File: config.mk
export PLATFORM = sky130hd
export DESIGN_NAME = speed_test_controller
export DESIGN_NICKNAME = d
export VERILOG_FILES = /design/src/rtl/speed_test_pkg.sv /design/src/rtl/keep_popcount.sv /design/src/rtl/speed_test_controller.sv
export SDC_FILE = /design/constraint.sdc
export NUM_CORES = 1
export LEC_CHECK = 0
export ABC_AREA = 1
export ABC_CLOCK_PERIOD_IN_PS = 9500
export CAP_MARGIN = 20
export CORE_AREA = 2 2 281 283
export CTS_CLUSTER_SIZE = 24
export DETAILED_ROUTE_END_ITERATION = 6
export DIE_AREA = 0 0 283 285
export RECOVER_POWER = 50
export SLEW_MARGIN = 0
export SYNTH_ARGS = -nofsm -noshare
export SYNTH_HDL_FRONTEND = slang
export SYNTH_SLANG_ARGS = --single-unit
File: constraint.sdc
create_clock -name clk -period 9.5 [get_ports clk]
set_input_delay 1.9 -clock clk [delete_from_list [all_inputs] [get_ports clk]]
set_output_delay 1.9 -clock clk [all_outputs]
set_load 0.01 [all_outputs]
File: src/rtl/speed_test_pkg.sv
// Shared state encoding and widths for the speed-test run controller and its helpers.
package speed_test_pkg;

    localparam int unsigned PORT_CONFIG_WIDTH      = 256;
    localparam int unsigned DEFAULT_DURATION_WIDTH = 40;
    localparam int unsigned DEFAULT_COUNT_WIDTH    = 48;

    typedef enum logic [2:0] {
        StIdle,
        StArm,
        StRun,
        StStopping,
        StDone
    } state_e;

endpackage

File: src/rtl/keep_popcount.sv
// Registered population count of an AXIS keep vector; emits zero on cycles where en is low.
module keep_popcount
    import speed_test_pkg::*;
#(
    parameter int unsigned KEEP_WIDTH = 64,
    parameter int unsigned CNT_WIDTH  = $clog2(KEEP_WIDTH + 1)
) (
    input  logic                  clk,
    input  logic                  rst,
    input  logic                  en,
    input  logic [KEEP_WIDTH-1:0] keep,
    output logic [CNT_WIDTH-1:0]  count
);

    logic [CNT_WIDTH-1:0] sum;
    logic [CNT_WIDTH-1:0] count_q;

    // Written as a chain; synthesis rebalances it into a tree.
    always_comb begin
        sum = '0;
        for (int i = 0; i < KEEP_WIDTH; i++) begin
            sum = sum + CNT_WIDTH'(keep[i]);
        end
    end

    always_ff @(posedge clk) begin
        if (rst) begin
            count_q <= '0;
        end else begin
            count_q <= en ? sum : '0;
        end
    end

    assign count = count_q;

endmodule

File: src/rtl/speed_test_controller.sv
// Sequences one timed generator run and snoops its AXIS output for frame/byte statistics.
// Define SPEED_TEST_STOP_TIMEOUT_EN to add the STOPPING watchdog and the stop_timeout port.
module speed_test_controller
    import speed_test_pkg::*;
#(
    parameter int unsigned DATA_WIDTH     = 512,
    parameter int unsigned DURATION_WIDTH = DEFAULT_DURATION_WIDTH,
    parameter int unsigned COUNT_WIDTH    = DEFAULT_COUNT_WIDTH,
    parameter int unsigned STOP_TIMEOUT   = 65536
) (
    input  logic                         clk,
    input  logic                         rst,
    input  logic                         cmd_start,
    input  logic                         cmd_abort,
    input  logic [DURATION_WIDTH-1:0]    cfg_duration,
    input  logic [PORT_CONFIG_WIDTH-1:0] cfg_port_config,
    output logic                         busy,
    output logic                         done,
    output logic                         aborted,
`ifdef SPEED_TEST_STOP_TIMEOUT_EN
    output logic                         stop_timeout,
`endif
    output logic [COUNT_WIDTH-1:0]       frames_sent,
    output logic [COUNT_WIDTH-1:0]       bytes_sent,
    input  logic                         gen_ready,
    output logic                         gen_start,
    output logic                         gen_stop,
    output logic [PORT_CONFIG_WIDTH-1:0] gen_port_config,
    input  logic                         snoop_valid,
    input  logic                         snoop_ready,
    input  logic                         snoop_last,
    input  logic [DATA_WIDTH/8-1:0]      snoop_keep
);

    localparam int unsigned KEEP_WIDTH = DATA_WIDTH / 8;
    localparam int unsigned POP_WIDTH  = $clog2(KEEP_WIDTH + 1);

    state_e                       state_q, state_d;
    logic [DURATION_WIDTH-1:0]    cnt_q, cnt_d;
    logic [PORT_CONFIG_WIDTH-1:0] cfg_q, cfg_d;
    logic                         gen_start_q, gen_start_d;
    logic                         gen_stop_q, gen_stop_d;
    logic                         done_q, done_d;
    logic                         aborted_q, aborted_d;
    logic                         accept;
    logic                         beat;
    logic [POP_WIDTH-1:0]         beat_bytes;
    logic [COUNT_WIDTH-1:0]       frames_q, frames_d;
    logic [COUNT_WIDTH-1:0]       bytes_q, bytes_d;
    logic [COUNT_WIDTH:0]         bytes_sum;

`ifdef SPEED_TEST_STOP_TIMEOUT_EN
    localparam int unsigned WD_WIDTH = $clog2(STOP_TIMEOUT + 1);

    logic [WD_WIDTH-1:0] wd_q;
    logic                timeout_q, timeout_d;
    logic                wd_expired;

    assign wd_expired = (wd_q == WD_WIDTH'(STOP_TIMEOUT - 1));

    always_ff @(posedge clk) begin
        if (rst || state_q != StStopping) begin
            wd_q <= '0;
        end else begin
            wd_q <= wd_q + WD_WIDTH'(1);
        end
    end
`endif

    // Duration is loaded into the counter at accept and held through ARM, so RUN entry sees it.
    always_comb begin
        state_d     = state_q;
        cnt_d       = cnt_q;
        cfg_d       = cfg_q;
        gen_start_d = 1'b0;
        gen_stop_d  = 1'b0;
        done_d      = 1'b0;
        aborted_d   = aborted_q;
        accept      = 1'b0;
`ifdef SPEED_TEST_STOP_TIMEOUT_EN
        timeout_d   = timeout_q;
`endif
        unique case (state_q)
            StIdle: begin
                if (cmd_start) begin
                    accept    = 1'b1;
                    cfg_d     = cfg_port_config;
                    cnt_d     = cfg_duration;
                    aborted_d = 1'b0;
`ifdef SPEED_TEST_STOP_TIMEOUT_EN
                    timeout_d = 1'b0;
`endif
                    state_d   = (cfg_duration == '0) ? StDone : StArm;
                end
            end
            StArm: begin
                if (cmd_abort) begin
                    aborted_d = 1'b1;
                    state_d   = StDone;
                end else if (gen_ready) begin
                    gen_start_d = 1'b1;
                    state_d     = StRun;
                end
            end
            StRun: begin
                cnt_d = cnt_q - DURATION_WIDTH'(1);
                if (cnt_q == DURATION_WIDTH'(1) || cmd_abort) begin
                    gen_stop_d = 1'b1;
                    state_d    = StStopping;
                    if (cmd_abort) begin
                        aborted_d = 1'b1;
                    end
                end
            end
            StStopping: begin
                if (gen_ready) begin
                    state_d = StDone;
                end
`ifdef SPEED_TEST_STOP_TIMEOUT_EN
                else if (wd_expired) begin
                    state_d   = StDone;
                    aborted_d = 1'b1;
                    timeout_d = 1'b1;
                end
`endif
            end
            StDone: begin
                done_d  = 1'b1;
                state_d = StIdle;
            end
            default: state_d = StIdle;
        endcase
    end

    // Beats in flight after the stop pulse still count, hence STOPPING is included.
    assign beat = snoop_valid && snoop_ready &&
                  (state_q == StArm || state_q == StRun || state_q == StStopping);

    keep_popcount #(
        .KEEP_WIDTH (KEEP_WIDTH),
        .CNT_WIDTH  (POP_WIDTH)
    ) u_keep_popcount (
        .clk   (clk),
        .rst   (rst),
        .en    (beat),
        .keep  (snoop_keep),
        .count (beat_bytes)
    );

    assign bytes_sum = {1'b0, bytes_q} + (COUNT_WIDTH + 1)'(beat_bytes);

    always_comb begin
        frames_d = frames_q;
        bytes_d  = bytes_q;
        if (accept) begin
            frames_d = '0;
            bytes_d  = '0;
        end else begin
            if (beat && snoop_last && frames_q != '1) begin
                frames_d = frames_q + COUNT_WIDTH'(1);
            end
            bytes_d = bytes_sum[COUNT_WIDTH] ? '1 : bytes_sum[COUNT_WIDTH-1:0];
        end
    end

    always_ff @(posedge clk) begin
        if (rst) begin
            state_q     <= StIdle;
            cnt_q       <= '0;
            cfg_q       <= '0;
            gen_start_q <= 1'b0;
            gen_stop_q  <= 1'b0;
            done_q      <= 1'b0;
            aborted_q   <= 1'b0;
            frames_q    <= '0;
            bytes_q     <= '0;
`ifdef SPEED_TEST_STOP_TIMEOUT_EN
            timeout_q   <= 1'b0;
`endif
        end else begin
            state_q     <= state_d;
            cnt_q       <= cnt_d;
            cfg_q       <= cfg_d;
            gen_start_q <= gen_start_d;
            gen_stop_q  <= gen_stop_d;
            done_q      <= done_d;
            aborted_q   <= aborted_d;
            frames_q    <= frames_d;
            bytes_q     <= bytes_d;
`ifdef SPEED_TEST_STOP_TIMEOUT_EN
            timeout_q   <= timeout_d;
`endif
        end
    end

    assign busy            = (state_q != StIdle);
    assign done            = done_q;
    assign aborted         = aborted_q;
    assign frames_sent     = frames_q;
    assign bytes_sent      = bytes_q;
    assign gen_start       = gen_start_q;
    assign gen_stop        = gen_stop_q;
    assign gen_port_config = cfg_q;
`ifdef SPEED_TEST_STOP_TIMEOUT_EN
    assign stop_timeout    = timeout_q;
`endif

endmodule

Word level (Yosys, flattened, before mapping):

Cells that the tools add are included.

* bits in registers: 406
* bits of input ports: 368
* output and inout port bits: 357

* add/subtract/negate cells: 66
* eq/ne operators: 10
* muxes and demuxes: 19
* bitwise logic cells: 3
* reduce and logical (&&, ||, !) cells: 20

Operator list (count)
* 7-bit by 1-bit adder with 7-bit output: 62
* 40-bit one-hot mux with 2 select lines: 1
* 48-bit by 7-bit adder with 49-bit output: 1
* 48-bit by 1-bit adder with 48-bit output, second input constant: 1
* 48-bit two-way mux: 1
* 48-bit != test, second input constant: 1
* 40-bit by 1-bit == test with 1-bit output, second input constant: 1
* 40-bit logical NOT: 1
* 40-bit two-way mux: 1
* 40-bit by 1-bit subtractor with 40-bit output, second input constant: 1
* 3-bit two-way mux: 6
* 3-bit one-hot mux with 4 select lines: 1
* 1-bit two-way mux: 8
* 3-bit by 2-bit == test with 1-bit output, second input constant: 2
* 2-bit != test, second input constant: 3
* 3-bit nonzero test: 2
* 2-bit OR reduction: 3
* 1-bit logical AND: 4
* 2-bit AND reduction: 2
* 4-bit AND reduction: 1
* 3-bit by 1-bit == test with 1-bit output, second input constant: 1
* 3-bit == test, second input constant: 1
* 3-bit logical NOT: 1
* 1-bit logical OR: 3
* other kinds (7): 9

Longest topological paths before layout:

Gate-level depths: netlist of the first run.

* depth after elaboration: 63
* gate-level depth with buffers: 22
* gate-level depth less buffers: 22

By module:

From an unflattened synthesis of the first run, not the netlist that was laid out.

* cell total of the unflattened synthesis: 2955
* area total of the unflattened synthesis: 20604.8 sq um

By module, submodules not included
* speed_test_controller: instances 1, cells an instance 2754, area each 18699.2 sq um, sequential area each 7987.7 sq um
* keep_popcount: instances 1, cells an instance 201, area each 1905.6 sq um, sequential area each 140.1 sq um

Worst setup path before layout of the first run:

OpenSTA, ideal clock, no wires.

* path kind: input -> register
* start: input snoop_keep[0]
* end: register u_keep_popcount.count_q[5], in the netlist u_keep_popcount.count[5]
* library setup time: 0.070 ns
* arrival time: 7.264 ns
* required time: 9.430 ns
* path slack: 2.166 ns
* stages: 20
* path through: ha_1 inv_1 fa_1 fa_1 inv_1 fa_1 fa_1 fa_1 fa_1 fa_1 inv_1 fa_1 inv_1 ha_1 nand2_1 o21ai_0 a21oi_1 o21bai_1 o21ai_0 a21oi_1

* word-level cells in the longest chain between the ends: 63

Ends and longest elaborated chain
* from (decl): line speed_test_controller.sv:32 `input logic [DATA_WIDTH/8-1:0] snoop_keep`
* 1-bit by 1-bit adder with 2-bit output: line keep_popcount.sv:22 `sum = sum + CNT_WIDTH'(keep[i]);`
* 7-bit by 1-bit adder with 7-bit output (62 in a row): line keep_popcount.sv:22
* to (signal assigned): line keep_popcount.sv:30 `count_q <= en ? sum : '0;`
* to (decl): line keep_popcount.sv:16 `logic [CNT_WIDTH-1:0] count_q;`

Every way passes these cells.
A chain may end at the register's enable or synchronous reset.

==> flow_summary.toml, run 1 <==
[clock_network]
cts_tree = "built"
holdBufCountCts = 0
clock_sinks = 406
cts.root.buffer_cell = "clkbuf_16"
post_cts_resized = 0
clk_transition_reported_paths_ns = 0.06
cts_setup_buffers = 0
htreeDepth = 2
numCtsBuffers = 51
clk_path_buf_depth = 3
worstSkewPairLatency_ns = 0.61

[placed_design]
port_buffers = 724
pre_cts_ws_ns = 1.41
gp_congestion = 0.952
place_hpwl_um = 71200
placed_area_um2 = 28400

[global_route]
grt_max_degree = 240
track_usage = 0.217
grt_antenna_before_repair = 23
grt_pass1_wl_um = 133000
grt_pass1_vias = 20500
gr-total-overflow = 0

[yosys]
synth_area_um2 = 20300
syn_avg_cell_area_um2 = 6.93
syn_nets = 3378
synth_ff_type = "dfxtp_1"
syn_inst = 2929
postSynth.asyncResetShare = 0
synth-seq-area-share = 0.401
ys_ff_latch = 406
synth.distinct_cells = 42
synth-edff-count = 0
yosys_warnings = 0

[critical_path]
cp.arrival_ns = 8.38
path_class = "input pin to flop"
crit_path_max_fanout = 79
worst_setup_path_end_kind = "flop"
crit_required_ns = 9.96
crit_path_start_kind = "input pin"

[floorplan]
ios = 725
die_y_um = 285
start_util = 0.260
die_x_um = 283
rows = 103
dieArea_um2 = 80700
coreArea_um2 = 78000

[timing]
tns_ns = 0
fmax_mhz = 126
hold_viol_final = 0
min_period_ns = 7.92
tightest_slew_ns = 2.82
slew_headroom = -0.889
timing.final.crit_share = 0.833
setup_viol = 0
rsz0062_at_grt = "no"
fin_worst_skew_ns = 0.0283
finalMaxSlewViolations = 140
finalWorstSetupSlack_ns = 1.58

[finish]
nets = 4043
final_common_cell = "nor2_1"
postLayoutCellArea_um2 = 30200
area_growth_pct = 48.7
fin_util = 0.387
drive_gt1_frac = 0.0432
layout_common_cells = "742 x nor2_1, 525 x nand2_1, 406 x dfxtp_1"

[run_status]
outcome = "complete, but fails checks"
violations = "max-capacitance violations, max-slew violations"

[route]
routedWlPerCell_um = 19.5
vias_per_cell = 4.61
ant_nets = 0
dr_total_vias = 21600
wl_um = 91600
dr.pass1.iters = 5
drc = 0
drt_iter0_drc = 1340

[min_path]
hold_path_class = "flop to flop"

[pwr]
p_per_area_nw_per_um2 = 267
p_leak_nw = 13.1
vdd_drop_max_mv = 0.356

[job]
maxCapViolCount = 3
cells in the mapped netlist (all sizes together), types with 4 or more instances:
master	n	area (µm²)
a21oi	107	611
xor2	33	289
o22ai	8	50.1
fa	55	1100
dfxtp	406	8130
o211ai	5	37.5
nand4	44	275
nand3	125	646
buf	26	181
nor3	51	270
nand2	549	2120
clkbuf	97	364
inv	288	1080
nor2	748	2840
a31oi	4	25.0
o21ai	304	1520
nand3b	12	90.1
xnor2	22	193
ha	26	325
through the flow:
step                hold WS [ns]  cells  total power, mW
global route               0.496   4682             8.72
finish                     0.466   4687             8.07
global placement           0.454   4590             6.17
CTS                        0.472   4681             8.28
floorplan                  0.458   2929             4.66
detailed placement         0.458   4590             6.19
cell type report:
class / count / area, µm²
diodes: 5 / 12.5
clock buffers: 72 / 1460
clock inverters: 19 / 288
fillers: 8178 / 47800
inverters: 289 / 1090
multi-input cells: 2111 / 10500
flip-flops and latches: 406 / 8130
well taps: 1050 / 1310
repair buffers: 735 / 7350
layer usage:
| metal | track usage | part of all wire |
|---|---|---|
| met5 | 0 | 0.0017 |
| met4 | 0.0797 | 0.040 |
| met1 | 0.258 | 0.40 |
| met3 | 0.0543 | 0.068 |
| met2 | 0.376 | 0.49 |
kinds of logic after synthesis:
group	count (synthesis)	synth area share
DFF	406	0.401
buffers and inverters	412	0.0804
adders and majority gates	81	0.0703
and+or+nand+nor	1535	0.310
AOI/OAI and AO/OA	440	0.115
xor gates and xnor gates	55	0.0237
power by group:
group / total [mW] / internal (mW) / switching, mW
clock network: 2.04 / 1.23 / 0.812
logic: 3.72 / 1.49 / 2.22
registers: 2.30 / 2.08 / 0.228
final timing paths:
check / start / end / slack (ns) / cells after the start
max: rst / cnt_q[28]$_SDFFE_PP0P_ / 1.58 / 6
min: aborted$_SDFFE_PP0P_ / aborted$_SDFFE_PP0P_ / 0.47 / 1
max reg2reg: state_q[1]$_SDFFE_PP0P_ / gen_port_config[81]$_SDFFE_PP0P_ / 4.25 / 10
min reg2reg: aborted$_SDFFE_PP0P_ / aborted$_SDFFE_PP0P_ / 0.47 / 1
sequential cells by signal, indices dropped and copies added, names as in the netlist:
| name | flops |
|---|---|
| state_q | 3 |
| gen_stop | 1 |
| bytes_sent | 48 |
| done | 1 |
| aborted | 1 |
| gen_port_config | 256 |
| gen_start | 1 |
| u_keep_popcount.count | 7 |
| cnt_q | 40 |
| frames_sent | 48 |
worst max-delay path, stage by stage:
cell and delay (ns):
dlygate4sd3_1 0.54, clkbuf_1 1.28, clkinvlp_2 2.88, nand2_2 0.78
buf_4 0.79, o31ai_1 0.16
Power figures use the tool's default switching activity.
==> run 2: changes to the inputs <==
--- a/config.mk
+++ b/config.mk
@@ -6,12 +6,12 @@
 export NUM_CORES = 1
 export LEC_CHECK = 0
 export ABC_AREA = 1
-export ABC_CLOCK_PERIOD_IN_PS = 9500
+export ABC_CLOCK_PERIOD_IN_PS = 6550
 export CAP_MARGIN = 20
-export CORE_AREA = 2 2 281 283
+export CORE_AREA = 2 2 285 287
 export CTS_CLUSTER_SIZE = 24
 export DETAILED_ROUTE_END_ITERATION = 6
-export DIE_AREA = 0 0 283 285
+export DIE_AREA = 0 0 287 289
 export RECOVER_POWER = 50
 export SLEW_MARGIN = 0
 export SYNTH_ARGS = -nofsm -noshare
==> constraint.sdc (replaced) <==
create_clock -name clk -period 6.55 [get_ports clk]
set_input_delay 1.31 -clock clk [delete_from_list [all_inputs] [get_ports clk]]
set_output_delay 1.31 -clock clk [all_outputs]
set_load 0.01 [all_outputs]
==> flow_summary.toml, run 2 (same netlist as run 1, synthesis figures left out) <==
[run_status]
outcome = "complete, but fails checks"
violations = "max-capacitance violations, max-slew violations"

[clock_network]
numCtsBuffers = 52
clk_transition_reported_paths_ns = 0.06
htreeDepth = 2
worstSkewPairLatency_ns = 0.61
cts.root.buffer_cell = "clkbuf_16"
cts_tree = "built"
holdBufCountCts = 0
cts_setup_buffers = 0
clk_path_buf_depth = 3
clock_sinks = 406

[route]
dr.pass1.iters = 6
vias_per_cell = 4.55
dr_total_vias = 21400
wl_um = 91100
ant_nets = 0
drt_iter0_drc = 1399
routedWlPerCell_um = 19.3
drc = 0

[floorplan]
ios = 725
coreArea_um2 = 79900
rows = 104
dieArea_um2 = 82900
start_util = 0.254
die_y_um = 289
die_x_um = 287

[critical_path]
cp.arrival_ns = 6.91
cp_slowest_cell = "fa_2"
crit_path_start_kind = "input pin"
rr_worst_depth = 8
crit_family = "adder cells"
cpMostUsedCell = "fa_1"
cp_cell_sequence = "dlygate4sd2_1 -> inv_2 -> fa_1 -> inv_1 -> fa_2 -> inv_2 -> fa_2 -> fa_1 -> fa_1 -> fa_1 -> fa_1 -> fa_1 -> fa_2 -> fa_2 -> inv_2 -> a21o_1 -> a21oi_2 -> nor2_1 -> o21ai_1 -> a21oi_1"
worst_setup_path_end_kind = "flop"
cp_num_buf_inv = 5
max_stage_delay_ns = 0.57
crit_path_max_fanout = 3
crit_required_ns = 7.06
path_class = "input pin to flop"
crit_cells = 20

[global_route]
grt_max_degree = 185
track_usage = 0.209
grt_antenna_before_repair = 24
grt_pass1_wl_um = 131000
gr-total-overflow = 0
grt_pass1_vias = 20300

[finish]
stdcell_count = 4709
final_common_cell = "nor2_1"
drive_gt1_frac = 0.0513
nets = 4049
fin_util = 0.378
area_growth_pct = 49.0
largest_reg_flops = 256
layout_common_cells = "741 x nor2_1, 525 x nand2_1, 406 x dfxtp_1"

[timing]
tightest_slew_ns = 2.55
rsz0062_at_grt = "yes"
hold_viol_final = 0
tns_ns = 0
finalMaxSlewViolations = 167
min_period_ns = 6.41
whs_ns = 0.469
fmax_mhz = 156
timing.final.crit_share = 0.978
setup_viol = 0
slew_headroom = -0.708
fin_worst_skew_ns = 0.0471

[min_path]
hold_path_class = "flop to flop"
holdPathStages = 1

[pwr]
vdd_drop_max_mv = 0.975
p_leak_nw = 13.3
p_per_area_nw_per_um2 = 409

[placed_design]
placed_cells = 4606
gp_congestion = 0.953
port_buffers = 724
place_hpwl_um = 70400

[job]
maxCapViolCount = 2
run 2: cell types whose count changed in the layout (fill, tap and decap cells not counted), moves of 3 or more:
cell             change
clkinv_2             +4
buf_4                +6
clkbuf_8             +3
clkdlybuf4s50_1     -31
inv_2               +12
bufinv_16            -4
dlygate4sd2_1       +16
inv_1               -12
dlymetal6s2s_1      +12
fa_1                 -4
fa_2                 +4
clkinvlp_4           -4
run 2: final timing paths:
check	slack (ns)	end	startpoint
worst min-delay path	0.47	aborted$_SDFFE_PP0P_	aborted$_SDFFE_PP0P_
worst min register to register	0.47	aborted$_SDFFE_PP0P_	aborted$_SDFFE_PP0P_
worst max-delay path	0.14	u_keep_popcount.count[6]$_SDFF_PP0_	snoop_keep[36]
worst max register to register	2.14	cnt_q[16]$_SDFFE_PP0P_	state_q[2]$_SDFFE_PP0P_
run 2: report_power, final:
| part | switching (mW) | total, mW | internal (mW) | leakage (nW) |
|---|---|---|---|---|
| clock | 1.19 | 2.87 | 1.68 | 0.844 |
| sequential | 0.319 | 3.33 | 3.01 | 3.34 |
| combinational | 3.47 | 6.16 | 2.69 | 9.09 |
run 2: layer usage:
layer  GRT usage  wire length (µm)  vias to the layer above  part of all wire
li1            -                 -                    10600                 -
met1       0.243             35700                     9935              0.39
met2       0.366             45000                      676              0.49
met3      0.0595              6700                      158             0.074
met4      0.0746              3370                       36             0.037
met5           0               240                        -            0.0026
run 2: cell type report:
class | count | area (µm²)
Fill cell | 8433 | 49700
Multi-Input combinational cell | 2111 | 10600
Sequential cell | 406 | 8130
Timing Repair Buffer | 740 | 7390
Clock buffer | 78 | 1510
Tap cell | 1060 | 1330
Inverter | 289 | 1090
Clock inverter | 18 | 195
Antenna cell | 7 | 17.5
run 2: worst register-to-register path, delay by kind of cell (launching register included):
family          cells  cell delay [ns]
buf+inv             3             1.96
compound gates      1             0.17
flops               1             0.35
simple gates        4             1.86
run 2: per-stage QoR:
step	setup WS [ns]	total power, mW	area (µm²)
5_1_grt	-0.0696	13.4	30200
3_3_place_gp	-0.718	9.64	28500
6_report	0.143	12.4	30200
2_1_floorplan	-0.0200	6.94	20300
3_5_place_dp	-0.717	9.65	28500
4_1_cts	0.0175	12.7	30200
run 2: repair_timing:
item,CTS,global route
pin swaps,27,32
setup endpoints to repair,4,4
gates cloned,0,0
resized for setup,35,20
